File: src/rtl/parking_occupancy_counter.sv
// Parking-lot occupancy counter: tracks cars inside as binary count and BCD digits, with full/empty status and sticky boundary errors.
// Define OCCUPANCY_STATS_EN to add saturating total_in/total_out event counters.
module parking_occupancy_counter #(
    parameter int unsigned CAPACITY = 20,
    parameter int unsigned CNT_W    = 7
) (
    input  logic             clk,
    input  logic             reset,
    input  logic             entrada,
    input  logic             salida,
    input  logic             clr,
    output logic [CNT_W-1:0] count,
    output logic [3:0]       bcd_tens,
    output logic [3:0]       bcd_units,
    output logic             full,
    output logic             empty,
    output logic             reject,
    output logic             err_overflow,
`ifdef OCCUPANCY_STATS_EN
    output logic [15:0]      total_in,
    output logic [15:0]      total_out,
`endif
    output logic             err_underflow
);

    localparam int unsigned     STAT_W = 16;
    localparam logic [CNT_W-1:0] CAP   = CNT_W'(CAPACITY);

    logic [CNT_W-1:0] count_d;
    logic [3:0]       tens_d;
    logic [3:0]       units_d;
    logic             full_d;
    logic             empty_d;
    logic             reject_d;
    logic             err_overflow_d;
    logic             err_underflow_d;
    logic             inc;
    logic             dec;
    logic             acc_in;
    logic             acc_out;

    // Event decode: clr beats simultaneous beats single events
    always_comb begin
        inc             = 1'b0;
        dec             = 1'b0;
        acc_in          = 1'b0;
        acc_out         = 1'b0;
        reject_d        = 1'b0;
        err_overflow_d  = err_overflow;
        err_underflow_d = err_underflow;
        if (clr) begin
            err_overflow_d  = 1'b0;
            err_underflow_d = 1'b0;
        end else if (entrada && salida) begin
            acc_in  = 1'b1;
            acc_out = 1'b1;
        end else if (entrada) begin
            if (count == CAP) begin
                reject_d       = 1'b1;
                err_overflow_d = 1'b1;
            end else begin
                inc    = 1'b1;
                acc_in = 1'b1;
            end
        end else if (salida) begin
            if (count == '0) begin
                reject_d        = 1'b1;
                err_underflow_d = 1'b1;
            end else begin
                dec     = 1'b1;
                acc_out = 1'b1;
            end
        end
    end

    // Next count and incremental BCD digits
    always_comb begin
        count_d = count;
        tens_d  = bcd_tens;
        units_d = bcd_units;
        if (clr) begin
            count_d = '0;
            tens_d  = 4'd0;
            units_d = 4'd0;
        end else if (inc) begin
            count_d = count + CNT_W'(1);
            if (bcd_units == 4'd9) begin
                units_d = 4'd0;
                tens_d  = bcd_tens + 4'd1;
            end else begin
                units_d = bcd_units + 4'd1;
            end
        end else if (dec) begin
            count_d = count - CNT_W'(1);
            if (bcd_units == 4'd0) begin
                units_d = 4'd9;
                tens_d  = bcd_tens - 4'd1;
            end else begin
                units_d = bcd_units - 4'd1;
            end
        end
        full_d  = (count_d == CAP);
        empty_d = (count_d == '0);
    end

    always_ff @(posedge clk or posedge reset) begin
        if (reset) begin
            count         <= '0;
            bcd_tens      <= 4'd0;
            bcd_units     <= 4'd0;
            full          <= 1'b0;
            empty         <= 1'b1;
            reject        <= 1'b0;
            err_overflow  <= 1'b0;
            err_underflow <= 1'b0;
        end else begin
            count         <= count_d;
            bcd_tens      <= tens_d;
            bcd_units     <= units_d;
            full          <= full_d;
            empty         <= empty_d;
            reject        <= reject_d;
            err_overflow  <= err_overflow_d;
            err_underflow <= err_underflow_d;
        end
    end

`ifdef OCCUPANCY_STATS_EN
    logic [STAT_W-1:0] total_in_d;
    logic [STAT_W-1:0] total_out_d;

    // Saturating accepted-event totals
    always_comb begin
        total_in_d  = total_in;
        total_out_d = total_out;
        if (clr) begin
            total_in_d  = '0;
            total_out_d = '0;
        end else begin
            if (acc_in && (total_in != {STAT_W{1'b1}}))
                total_in_d = total_in + STAT_W'(1);
            if (acc_out && (total_out != {STAT_W{1'b1}}))
                total_out_d = total_out + STAT_W'(1);
        end
    end

    always_ff @(posedge clk or posedge reset) begin
        if (reset) begin
            total_in  <= '0;
            total_out <= '0;
        end else begin
            total_in  <= total_in_d;
            total_out <= total_out_d;
        end
    end
`else
    logic stats_unused;
    assign stats_unused = acc_in ^ acc_out ^ (STAT_W == 0);
`endif

endmodule

File: config.mk
export PLATFORM = sky130hd
export DESIGN_NAME = parking_occupancy_counter
export DESIGN_NICKNAME = d
export VERILOG_FILES = /design/src/rtl/parking_occupancy_counter.sv
export SDC_FILE = /design/constraint.sdc
export NUM_CORES = 1
export LEC_CHECK = 0
export CAP_MARGIN = 0
export CORE_MARGIN = 1
export CORE_UTILIZATION = 35
export CTS_CLUSTER_DIAMETER = 40
export CTS_CLUSTER_SIZE = 40
export DETAILED_ROUTE_END_ITERATION = 8
export SLEW_MARGIN = 0
export SYNTH_ARGS = -nofsm -noshare
export SYNTH_HDL_FRONTEND = slang
export SYNTH_SLANG_ARGS = --single-unit
File: constraint.sdc
create_clock -name clk -period 4.35 [get_ports clk]
set_clock_uncertainty 0.05 [all_clocks]
set_input_delay 0.435 -clock clk [delete_from_list [all_inputs] [get_ports clk]]
set_output_delay 0.435 -clock clk [all_outputs]
set_load 0.02 [all_outputs]
# Word-level counts from Yosys, hierarchy flattened
# Cells that the tools add are included.
word_totals:
  ff_bits: 20
  input_bits: 5
  output_inout_bits: 20
  wordCells: 70
op_classes:
  eq_ne: 6
  reduce_logical: 13
  muxes: 37
  addsub: 6
ops:
  columns: ["op", "n"]
  rows:
  - ["two-way mux 4 bit", 10]
  - ["two-way mux 1 bit", 24]
  - ["two-way mux 7 bit", 3]
  - ["== test 7 x 5 -> 1 bit, second input constant", 2]
  - ["zero test 7 bit", 2]
  - ["adder 4 x 1 -> 4 bit, second input constant", 2]
  - ["nonzero test 2 bit", 4]
  - ["subtractor 4 x 1 -> 4 bit, second input constant", 2]
  - ["adder 7 x 1 -> 7 bit, second input constant", 1]
  - ["subtractor 7 x 1 -> 7 bit, second input constant", 1]
  - ["AND reduction 3 bit", 2]
  - ["nonzero test 3 bit", 2]
  - ["== test 4 bit, second input constant", 1]
  - ["zero test 4 bit", 1]
  - ["AND reduction 4 bit", 1]
  - ["!= test 3 x 2 -> 1 bit, second input constant", 1]
  - ["!= test 2 x 1 -> 1 bit, second input constant", 1]
  - ["!= test 2 bit, second input constant", 1]
  - ["logical AND 1 bit", 1]

# Logic depth before layout (Yosys ltp)
# Gate-level depths: netlist of run 1.
depth:
  ltp_word: 10
  mapped_depth: 13
  ltp_nobuf: 13

# Least setup slack after synthesis of run 1
# Ideal clock, no wire load.
synth_timing:
  kind: "register -> register"
  start: "reg count[0]"
  end: "reg bcd_tens[3]"
  path_stages_with_launch: 14
  path_buffers: 0
  required_time_ns: 4.168
  slack_ns: 1.418
  setup_ns: 0.132
  period_less_slack_ns: 2.932
  t_arrival_ns: 2.750
  path_cell_list: "dfrtp_1 > inv_1 > ha_1 > or3b_4 > o31ai_4 > nor2_2 > inv_2 > ha_1 > a21o_1 > a21oi_1 > xnor2_1 > nand2_1 > xor2_1 > nor2_1"
synth_between:
  elab_chain_cells: 8
  word_cells_on_any_way: 17
  classes_between: "eq/ne: 2; mux: 11; reduce/logical: 4"
synth_lines:
  columns: ["item", "line", "source"]
  rows:
  - ["from (decl)", "12", "output logic [CNT_W-1:0] count,"]
  - ["from (signal assigned)", "117", "count <= count_d;"]
  - ["zero test 7 bit", "66", "if (count == '0) begin"]
  - ["two-way mux 1 bit", "66", null]
  - ["two-way mux 1 bit", "65", "end else if (salida) begin"]
  - ["two-way mux 1 bit", "57", "end else if (entrada) begin"]
  - ["two-way mux 1 bit", "54", "end else if (entrada && salida) begin"]
  - ["two-way mux 1 bit", "51", "if (clr) begin"]
  - ["nonzero test 3 bit (no source line)", null, null]
  - ["AND reduction 3 bit (no source line)", null, null]
  - ["to (signal assigned)", "118", "bcd_tens <= tens_d;"]
  - ["to (decl)", "13", "output logic [3:0] bcd_tens,"]
# Parallel ways exist; a longest one is shown, timed or not.
# A chain may end at the register's enable or synchronous reset.

# Worst setup path in the final report of run 1
# Ends and elaborated chain as after synthesis.

==> results of run 1 <==
==> final timing paths <==
kind,startpoint,endpoint,cells past startpoint
max,count[0],bcd_tens[3],13
min,err_overflow,err_overflow,2
max reg2reg,count[0],bcd_tens[3],13
min reg2reg,err_overflow,err_overflow,2
max in group asynchronous,reset,count[6],2
min in group asynchronous,reset,bcd_tens[0],2
==> report_power, final <==
part	switching [mW]	internal, mW
Combinational	0.150	0.135
Sequential	0.0378	0.214
Clock	0.0658	0.123
==> cells by family (layout without fill, tap and decap cells) <==
group / after synthesis / in the layout / share of synthesized area, %
AOI/OAI and AO/OA: 33 / 33 / 17.72
xor gates and xnor gates: 9 / 9 / 5.785
adders and majority gates: 9 / 9 / 8.816
buffers and inverters: 15 / 40 / 4.775
DFF: 20 / 20 / 36.82
muxes: 5 / 5 / 4.040
and+or+nand+nor: 55 / 55 / 22.04
==> critical path, cell delays in order, from the launching register on <==
cell and delay [ps]:
dfrtp_1 450, inv_1 170, ha_1 260, or3b_4 440, o31ai_4 440, nor2_2 110
inv_2 110, ha_1 220, a21o_1 180, a21oi_1 160, xnor2_1 130, nand2_1 90
xor2_1 150, nor2_1 50
==> sequential cells by signal, indices dropped and copies added, names as in the netlist <==
signal and count:
err_overflow 1, bcd_tens 4, full 1, empty 1, err_underflow 1, bcd_units 4, reject 1, count 7
==> metal layers <==
| layer | vias up | global-route usage (%) | wire length (um) |
|---|---|---|---|
| met5 | - | 0 | 0 |
| met4 | 0 | 5.000 | 18 |
| met3 | 2 | 2.857 | 123 |
| met2 | 21 | 23.95 | 1353 |
| met1 | 574 | 23.75 | 1591 |
| li1 | 563 | - | - |
==> cells in the final DEF (no fill, tap or decap), drive strengths merged, types with 2 or more instances in the layout <==
cell type,netlist,routed
nor2b,4,4
xor2,3,3
clkdlybuf4s50,0,24
a31oi,2,2
dfrtp,19,19
a221oi,2,2
o21ai,5,5
clkbuf,2,3
nor2,18,18
inv,11,11
a21oi,13,13
xnor2,6,6
nor3,3,3
or3b,2,2
mux2i,4,4
nand3,5,5
ha,8,8
nand2,13,13
==> Yosys cell counts (3+ instances only) <==
cell,number,area (um2)
dfrtp_1,19,475.5
nor3_1,3,15.01
xor2_1,3,26.28
mux2i_1,4,40.04
nor2b_1,4,25.02
xnor2_1,6,52.55
ha_1,8,100.1
o21ai_0,4,20.02
a21oi_1,13,65.06
inv_1,10,37.54
nand2_1,13,48.80
nor2_1,16,60.06
nand3_1,5,25.02
==> final cells by class <==
class                      count  area, um2
tap                           48      60.06
clock inverter                 1      30.03
fill                         365       1971
timing repair buffer          25      247.7
clock buffer                   3      41.29
inverter                      11      41.29
sequential                    20      501.7
multi-input combinational    111      795.8
==> results.tsv, run 1 <==
stage	metric	value	unit
status	outcome	finished, final reports clean	
pwr	maximum VDD drop	0.0001860	V
synth	register bit count reported by yosys	20	
cts	clock sinks	20	
cts	setup repair bufs after CTS	0	
sta	post-route setup TNS	0	ps
flow_run	MaxCap Viol Count	0	
die	Starting Density	36.94	%
route	First-pass DRT Iterations	4	
cts	CTS Hold Bufs	0	
route	DR DRC count	0	
die	row cnt	22	
synth	Netlist Area Pre-Place	1363	um2
placed_design	GP Congestion	0.9111	
sta	Worst-Margin Slew	780.2	ps
route	Final ANT Viol Nets	0	
route	via/cell ratio	5.297	
grt	first-pass GRT wire length	5188	um
cts	clock latency on the worst-skew pair	260	ps
placed_design	post-placement setup slack	1245	ps
cts	H-tree lvl count	1	
synth	Ys Warns	0	
critical_path	crit path kind	reg2reg	
sta	final worst slack	1222	ps
layout	fraction of layout instances using a drive strength above 1	9.942	%
sta	Final Setup Violations	0	
cts	clk root buf	clkbuf_8	
synth	Net Count, Synth	160	
critical_path	worst path required time	4430	ps
pwr	Leak	0.7012	nW
sta	Final min period	3128	ps
synth	syn_area_per_cell	9.333	um2
die	Chip Height	64.40	um
route	WL final	3086	um
sta	fin crit share	71.91	%
critical_path	Critical Path AT	3210	ps
grt	GRT overflow	0	
route	via count	1160	
critical_path	CP Capture Type	flip-flop	
die	Chip Width	64.40	um
pwr	Cell Pwr Density	422.5	nW/um2
sta	WHS	472.5	ps
placed_design	DP Cell Count	215	
sta	f_max	319.7	MHz
layout	Final nets	186	
critical_path	startpoint types	flip-flop	
sta	Slew Limit Fails	0	
sta	normalized max-slew margin	47.93	%
placed_design	PortBufs	24	
layout	Final Cell Area	1718	um2
cts	CTS tree	built	
grt	All-Layer GR Usage	16.21	%
synth	Synth Instances	146	
die	Ports	25	
die	die area	4147	um2
grt	largest net degree at the start of global routing	21	
cts	PostCTS Resize Cnt	0	
route	WL/cell	14.09	um
sta	Hold Fails Final Rpt	0	
hold_path	Hold WC Path Type	reg2reg	
grt	initial antenna violation count	0	
cts	CTS clk-pin slew, worst paths	80	ps
placed_design	DP Area	1647	um2
layout	post-route core utilization	46.57	%
cts	total clock buffers created by CTS	3	
critical_path	critical path peak fanout	8	
synth	post-synthesis sequential area ratio	36.82	%
layout	area grow syn2layout	26.08	%
grt	number of global-route vias before repair	1092	
die	Placeable Area	3689	um2
synth	post-synth cell types	47	
route	initial drt markers	40	
sta	RSZ-0062 raised after global routing	false	
synth	fraction of registers with async set/reset	100.0	%
placed_design	dpl hpwl	2233	um
cts	Max Buffers Root-to-Sink	2	
pwr	Tot Pwr	0.7258	mW
synth	Post-synth EDFFs	0	
critical_path	Reg2Reg Setup Slack	1220	ps
layout	fin cells	219	
layout	diode count	0	
synth	Post-synth top flop	dfrtp_1	
Note: power is estimated with default switching activity, not from simulation.
==> run 2: changes to the inputs <==
==> constraint.sdc (replaced) <==
create_clock -name clk -period 2.8 [get_ports clk]
set_clock_uncertainty 0.05 [all_clocks]
set_input_delay 0.28 -clock clk [delete_from_list [all_inputs] [get_ports clk]]
set_output_delay 0.28 -clock clk [all_outputs]
set_load 0.02 [all_outputs]
==> run 2 against run 1 <==
  * Power up 55%
  * Cell area up 7.3%
  * Critical path depth unchanged
  * Sequential power up 54%
  * Non-clock buffer count up 15
  * Wire length up 9.0%
  * Utilization up 3.4 points
  * Sequential share of layout area down 1.8 points
  * First-iteration DRC count up 15%
  * Combinational power up 80%
  * Register-to-register slack worse by 1100 ps
  * Die area unchanged
==> results.tsv, run 2 (same netlist as run 1, synthesis figures left out) <==
stage	metric	value	unit	change
sta	post-route setup TNS	0	ps	unchanged
layout	Top Registers	count: 7 flops, bcd_tens: 4 flops, bcd_units: 4 flops		unchanged
route	WL/cell	14.37	um	was 14.09 um
layout	fraction of layout instances using a drive strength above 1	20.43	%	was 9.942%
layout	max reg flops	7		unchanged
status	outcome	finished, final reports clean		unchanged
sta	Final Setup Violations	0		unchanged
placed_design	PortBufs	24		unchanged
route	via/cell ratio	5.188		was 5.297
die	die area	4147	um2	unchanged
grt	met3 Track Usage GR	2.143	%	was 2.857%
placed_design	GP Congestion	0.8617		was 0.9111
layout	Biggest register	count		unchanged
sta	f_max	370.3	MHz	was 319.7 MHz
placed_design	DP Area	1689	um2	was 1647 um2
cts	H-tree lvl count	1		unchanged
sta	fin crit share	96.44	%	was 71.91%
hold_path	Hold WC Path Type	in2async		was reg2reg
critical_path	worst path required time	2900	ps	was 4430 ps
sta	Slew Limit Fails	0		unchanged
layout	most frequent cells in the layout	clkdlybuf4s50_1 (24), dfrtp_1 (17), nor2_1 (16), buf_4 (16), nand2_1 (13)		was clkdlybuf4s50_1 (24), dfrtp_1 (19), nor2_1 (16), nand2_1 (13), a21oi_1 (13)
route	DR DRC count	0		unchanged
cts	clock sinks	20		unchanged
die	Starting Density	36.94	%	unchanged
route	First-pass DRT Iterations	4		unchanged
layout	area grow syn2layout	35.26	%	was 26.08%
cts	clock latency on the worst-skew pair	260	ps	about the same
grt	gr busiest metal	met2		unchanged
critical_path	CP Capture Type	flip-flop		unchanged
cts	CTS tree	built		unchanged
route	Final ANT Viol Nets	0		unchanged
die	Placeable Area	3689	um2	unchanged
critical_path	crit path kind	reg2reg		unchanged
route	initial drt markers	46		was 40
layout	diode count	0		unchanged
sta	Worst-Margin Slew	779.1	ps	was 780.2 ps
grt	M1 GR Usage	25.14	%	was 23.75%
grt	largest net degree at the start of global routing	21		unchanged
flow_run	MaxCap Viol Count	0		unchanged
pwr	maximum VDD drop	0.0003224	V	was 0.0001860 V
pwr	Leak	0.7631	nW	was 0.7012 nW
pwr	Cell Pwr Density	610.0	nW/um2	was 422.5 nW/um2
grt	initial antenna violation count	0		unchanged
sta	final worst slack	99.62	ps	was 1222 ps
placed_design	post-placement setup slack	6.742	ps	was 1245 ps
critical_path	critical path peak fanout	5		was 8
layout	most common cell after layout, fill and taps aside	clkdlybuf4s50_1		unchanged
die	row cnt	22		unchanged
grt	first-pass GRT wire length	5623	um	was 5188 um
sta	Final min period	2700	ps	was 3128 ps
critical_path	startpoint types	flip-flop		unchanged
grt	GRT overflow	0		unchanged
placed_design	dpl hpwl	2411	um	was 2233 um
critical_path	Critical Path AT	2800	ps	was 3210 ps
route	WL final	3363	um	was 3086 um
cts	total clock buffers created by CTS	3		unchanged
sta	normalized max-slew margin	48.00	%	was 47.93%
grt	number of global-route vias before repair	1181		was 1092
cts	clk root buf	clkbuf_8		unchanged
layout	Final nets	201		was 186
route	via count	1214		was 1160
layout	Final Cell Area	1843	um2	was 1718 um2
die	Chip Height	64.40	um	unchanged
sta	Hold Fails Final Rpt	0		unchanged
grt	met2 usage	26.97	%	was 23.95%
cts	Max Buffers Root-to-Sink	2		unchanged
cts	CTS clk-pin slew, worst paths	80	ps	about the same
grt	All-Layer GR Usage	17.54	%	was 16.21%
die	Chip Width	64.40	um	unchanged
layout	post-route core utilization	49.97	%	was 46.57%
cts	CTS Hold Bufs	0		unchanged
die	Ports	25		unchanged
run 2: metal layers:
metal | vias up | wire (um)
met4 | 0 | 48
met2 | 34 | 1587
li1 | 592 | -
met3 | 5 | 138
met1 | 583 | 1588
met5 | - | 0
run 2: per-stage QoR:
step / hold WS (ps) / power, mW / std cells
CTS: 441.9 / 1.090 / 224
finish: 403.8 / 1.124 / 234
detailed placement: 458.5 / 0.8642 / 220
floorplan: 192.9 / 0.7023 / 146
global route: 481.8 / 1.200 / 234
global placement: 454.4 / 0.8502 / 220
run 2: power breakdown:
part | internal (mW) | switching (mW)
Combinational | 0.250 | 0.262
Sequential | 0.334 | 0.0539
Clock | 0.125 | 0.0987
Total | 0.709 | 0.415
run 2: cell type report:
cell class,instances,area [um2]
inverter,11,46.29
multi-input combinational,111,817.0
tap,48,60.06
fill,362,1846
timing repair buffer,40,360.3
sequential,20,504.2
clock buffer,4,55.05
run 2: path summary, 6_finish.rpt:
check	cells past startpoint	to	from	slack, ps
max	13	bcd_tens[3]	count[1]	100
min	2	bcd_tens[0]	reset	400
max reg2reg	13	bcd_tens[3]	count[1]	100
min reg2reg	2	err_overflow	err_overflow	470
max in group asynchronous	2	count[0]	reset	1760
min in group clk	2	err_overflow	err_overflow	470
run 2: critical path, stage by stage (launching register included):
cell     delay [ps]
dfrtp_2         430
inv_4            80
ha_4            140
or3b_4          420
o31ai_4         300
nor2_4           70
inv_2            70
ha_1            220
a21o_1          160
a21oi_2         140
xnor2_1         140
nand2_1          90
xor2_1          210
nor2_1           80
run 2: repair_timing:
item | in CTS | in global routing
setup endpoints to repair | 0 | 1
setup buffers | 0 | 10
gates resized for setup | 0 | 6
==> run 3: changes to the inputs <==
--- a/config.mk
+++ b/config.mk
@@ -5,7 +5,7 @@
 export SDC_FILE = /design/constraint.sdc
 export NUM_CORES = 1
 export LEC_CHECK = 0
-export CAP_MARGIN = 0
+export CAP_MARGIN = 20
 export CORE_MARGIN = 1
 export CORE_UTILIZATION = 35
 export CTS_CLUSTER_DIAMETER = 40
==> constraint.sdc (replaced) <==
create_clock -name clk -period 3.5 [get_ports clk]
set_clock_uncertainty 0.05 [all_clocks]
set_input_delay 0.35 -clock clk [delete_from_list [all_inputs] [get_ports clk]]
set_output_delay 0.35 -clock clk [all_outputs]
set_load 0.02 [all_outputs]
==> run 3 against run 2 <==
  * Highest routed layer unchanged
  * Largest cell class unchanged
  * Non-clock buffer count down 14
  * Register-to-register slack better by 470 ps
  * Via count down 4.2%
==> results.tsv, run 3 (same netlist as run 1, synthesis figures left out) <==
stage	metric	value	unit	change
cts	clk root buf	clkbuf_8		unchanged
critical_path	critical path peak fanout	11		was 5
sta	Worst-Margin Slew	761.0	ps	was 779.1 ps
grt	initial antenna violation count	0		unchanged
grt	first-pass GRT wire length	5402	um	was 5623 um
critical_path	crit path kind	reg2reg		unchanged
route	via count	1163		was 1214
grt	number of global-route vias before repair	1173		was 1181
cts	total clock buffers created by CTS	3		unchanged
critical_path	Critical Path AT	3030	ps	was 2800 ps
flow_run	MaxCap Viol Count	0		unchanged
cts	H-tree lvl count	1		unchanged
critical_path	worst path required time	3600	ps	was 2900 ps
layout	most common cell after layout, fill and taps aside	clkdlybuf4s50_1		unchanged
critical_path	Worst Reg-to-Reg Cells	8		was 13
grt	All-Layer GR Usage	16.86	%	was 17.54%
route	WL final	3167	um	was 3363 um
die	Ports	25		unchanged
cts	PostCTS Resize Cnt	0		unchanged
critical_path	startpoint types	flip-flop		unchanged
route	Final ANT Viol Nets	0		unchanged
route	DR DRC count	0		unchanged
status	outcome	finished, final reports clean		unchanged
placed_design	post-placement setup slack	568.0	ps	was 6.742 ps
critical_path	WP depth	8		was 13
layout	Biggest register	count		unchanged
layout	diode count	0		unchanged
sta	Slew Limit Fails	0		unchanged
die	Placeable Area	3689	um2	unchanged
sta	fin crit share	83.64	%	was 96.44%
critical_path	highest-delay cell along the critical path	o21ai_1		was dfrtp_2
route	via/cell ratio	5.286		was 5.188
cts	clock latency on the worst-skew pair	260	ps	about the same
layout	area grow syn2layout	26.63	%	was 35.26%
layout	Final nets	187		was 201
cts	Max Buffers Root-to-Sink	2		unchanged
critical_path	CP top delay family	compound AO/OA/AOI/OAI gates		was simple AND/OR/NAND/NOR gates
layout	fraction of layout instances using a drive strength above 1	10.47	%	was 20.43%
layout	Top Registers	count: 7 flops, bcd_tens: 4 flops, bcd_units: 4 flops		unchanged
route	First-pass DRT Iterations	4		unchanged
critical_path	Crit path buffers/inverters	1		was 2
pwr	Cell Pwr Density	525.6	nW/um2	was 610.0 nW/um2
sta	Final Setup Violations	0		unchanged
cts	clock sinks	20		unchanged
layout	fill count	363		was 362
placed_design	GP Congestion	0.9184		was 0.8617
pwr	Leak	0.7056	nW	was 0.7631 nW
sta	Final min period	2927	ps	was 2700 ps
grt	GRT overflow	0		unchanged
sta	normalized max-slew margin	49.21	%	was 48.00%
cts	CTS tree	built		unchanged
placed_design	dpl hpwl	2343	um	was 2411 um
die	Starting Density	36.94	%	unchanged
layout	most frequent cells in the layout	clkdlybuf4s50_1 (24), dfrtp_1 (19), nor2_1 (16), nand2_1 (13), a21oi_1 (13)		was clkdlybuf4s50_1 (24), dfrtp_1 (17), nor2_1 (16), buf_4 (16), nand2_1 (13)
route	initial drt markers	39		was 46
sta	f_max	341.6	MHz	was 370.3 MHz
placed_design	PortBufs	24		unchanged
die	die area	4147	um2	unchanged
die	Chip Width	64.40	um	unchanged
critical_path	Max stage delay on crit path	590	ps	was 430 ps
layout	max reg flops	7		unchanged
critical_path	CP Capture Type	flip-flop		unchanged
cts	CTS clk-pin slew, worst paths	80	ps	about the same
route	WL/cell	14.40	um	was 14.37 um
die	Chip Height	64.40	um	unchanged
grt	largest net degree at the start of global routing	25		was 21
cts	CTS Hold Bufs	0		unchanged
cts	setup repair bufs after CTS	0		unchanged
die	row cnt	22		unchanged
sta	final worst slack	572.5	ps	was 99.62 ps
critical_path	Cell Chain, Critical Path	inv_1 > ha_1 > or3b_4 > o21ai_1 > o32ai_1 > xnor2_1 > a21oi_1 > nor4b_2		was inv_4 > ha_4 > or3b_4 > o31ai_4 > nor2_4 > inv_2 > ha_1 > a21o_1 > a21oi_2 > xnor2_1 > nand2_1 > xor2_1 > nor2_1
sta	Hold Fails Final Rpt	0		unchanged
hold_path	Hold WC Path Type	in2async		unchanged
sta	RSZ-0062 raised after global routing	false		
sta	post-route setup TNS	0	ps	unchanged
pwr	maximum VDD drop	0.0002823	V	was 0.0003224 V
[run 3: cell types whose count changed in the layout (fill, tap and decap cells not counted), sizes merged]
cell    change
bufinv      +1
clkbuf      -1
buf        -14
[run 3: final cells by class]
type	instances	area, um2	share of cell area [%]
inverter	11	41.29	2.393
clock buffer	3	41.29	2.393
sequential	20	501.7	29.08
timing repair buffer	26	255.2	14.79
tap	48	60.06	3.481
multi-input combinational	111	795.8	46.12
clock inverter	1	30.03	1.740
[run 3: metrics by stage]
| step | total power, mW | area (um2) | utilization, % | hold WS [ps] | std cells |
|---|---|---|---|---|---|
| floorplan | 0.5591 | 1363 | - | 263.1 | 146 |
| global placement | 0.6675 | 1654 | 44.84 | 453.5 | 216 |
| detailed placement | 0.6777 | 1654 | 44.84 | 460.0 | 216 |
| CTS | 0.9126 | 1725 | 46.78 | 479.1 | 220 |
| global route | 0.9659 | 1725 | 46.78 | 501.5 | 220 |
| finish | 0.9069 | 1725 | 46.78 | 471.8 | 220 |
[run 3: path summary, 6_finish.rpt]
kind,slack [ps],startpoint,to
setup / recovery,570,count[0],empty
hold / removal,470,reset,err_overflow
setup reg to reg,570,count[0],empty
hold reg to reg,470,err_overflow,err_overflow
max in group asynchronous,2460,reset,bcd_units[3]
min in group clk,470,err_overflow,err_overflow
[run 3: power breakdown]
group / switching [mW] / total [mW] / leakage (nW) / internal, mW
sequential: 0.0478 / 0.314 / 0.271 / 0.267
clock: 0.0800 / 0.233 / 0.0357 / 0.153
combinational: 0.191 / 0.360 / 0.399 / 0.168
[run 3: routing by layer]
metal  global-route usage [%]  routed length [um]  vias up
met1                    22.89                1542      566
met2                    25.66                1456       30
met5                        0                   0        -
met3                    3.214                 137        4
met4                    7.778                  31        0
li1                         -                   -      563
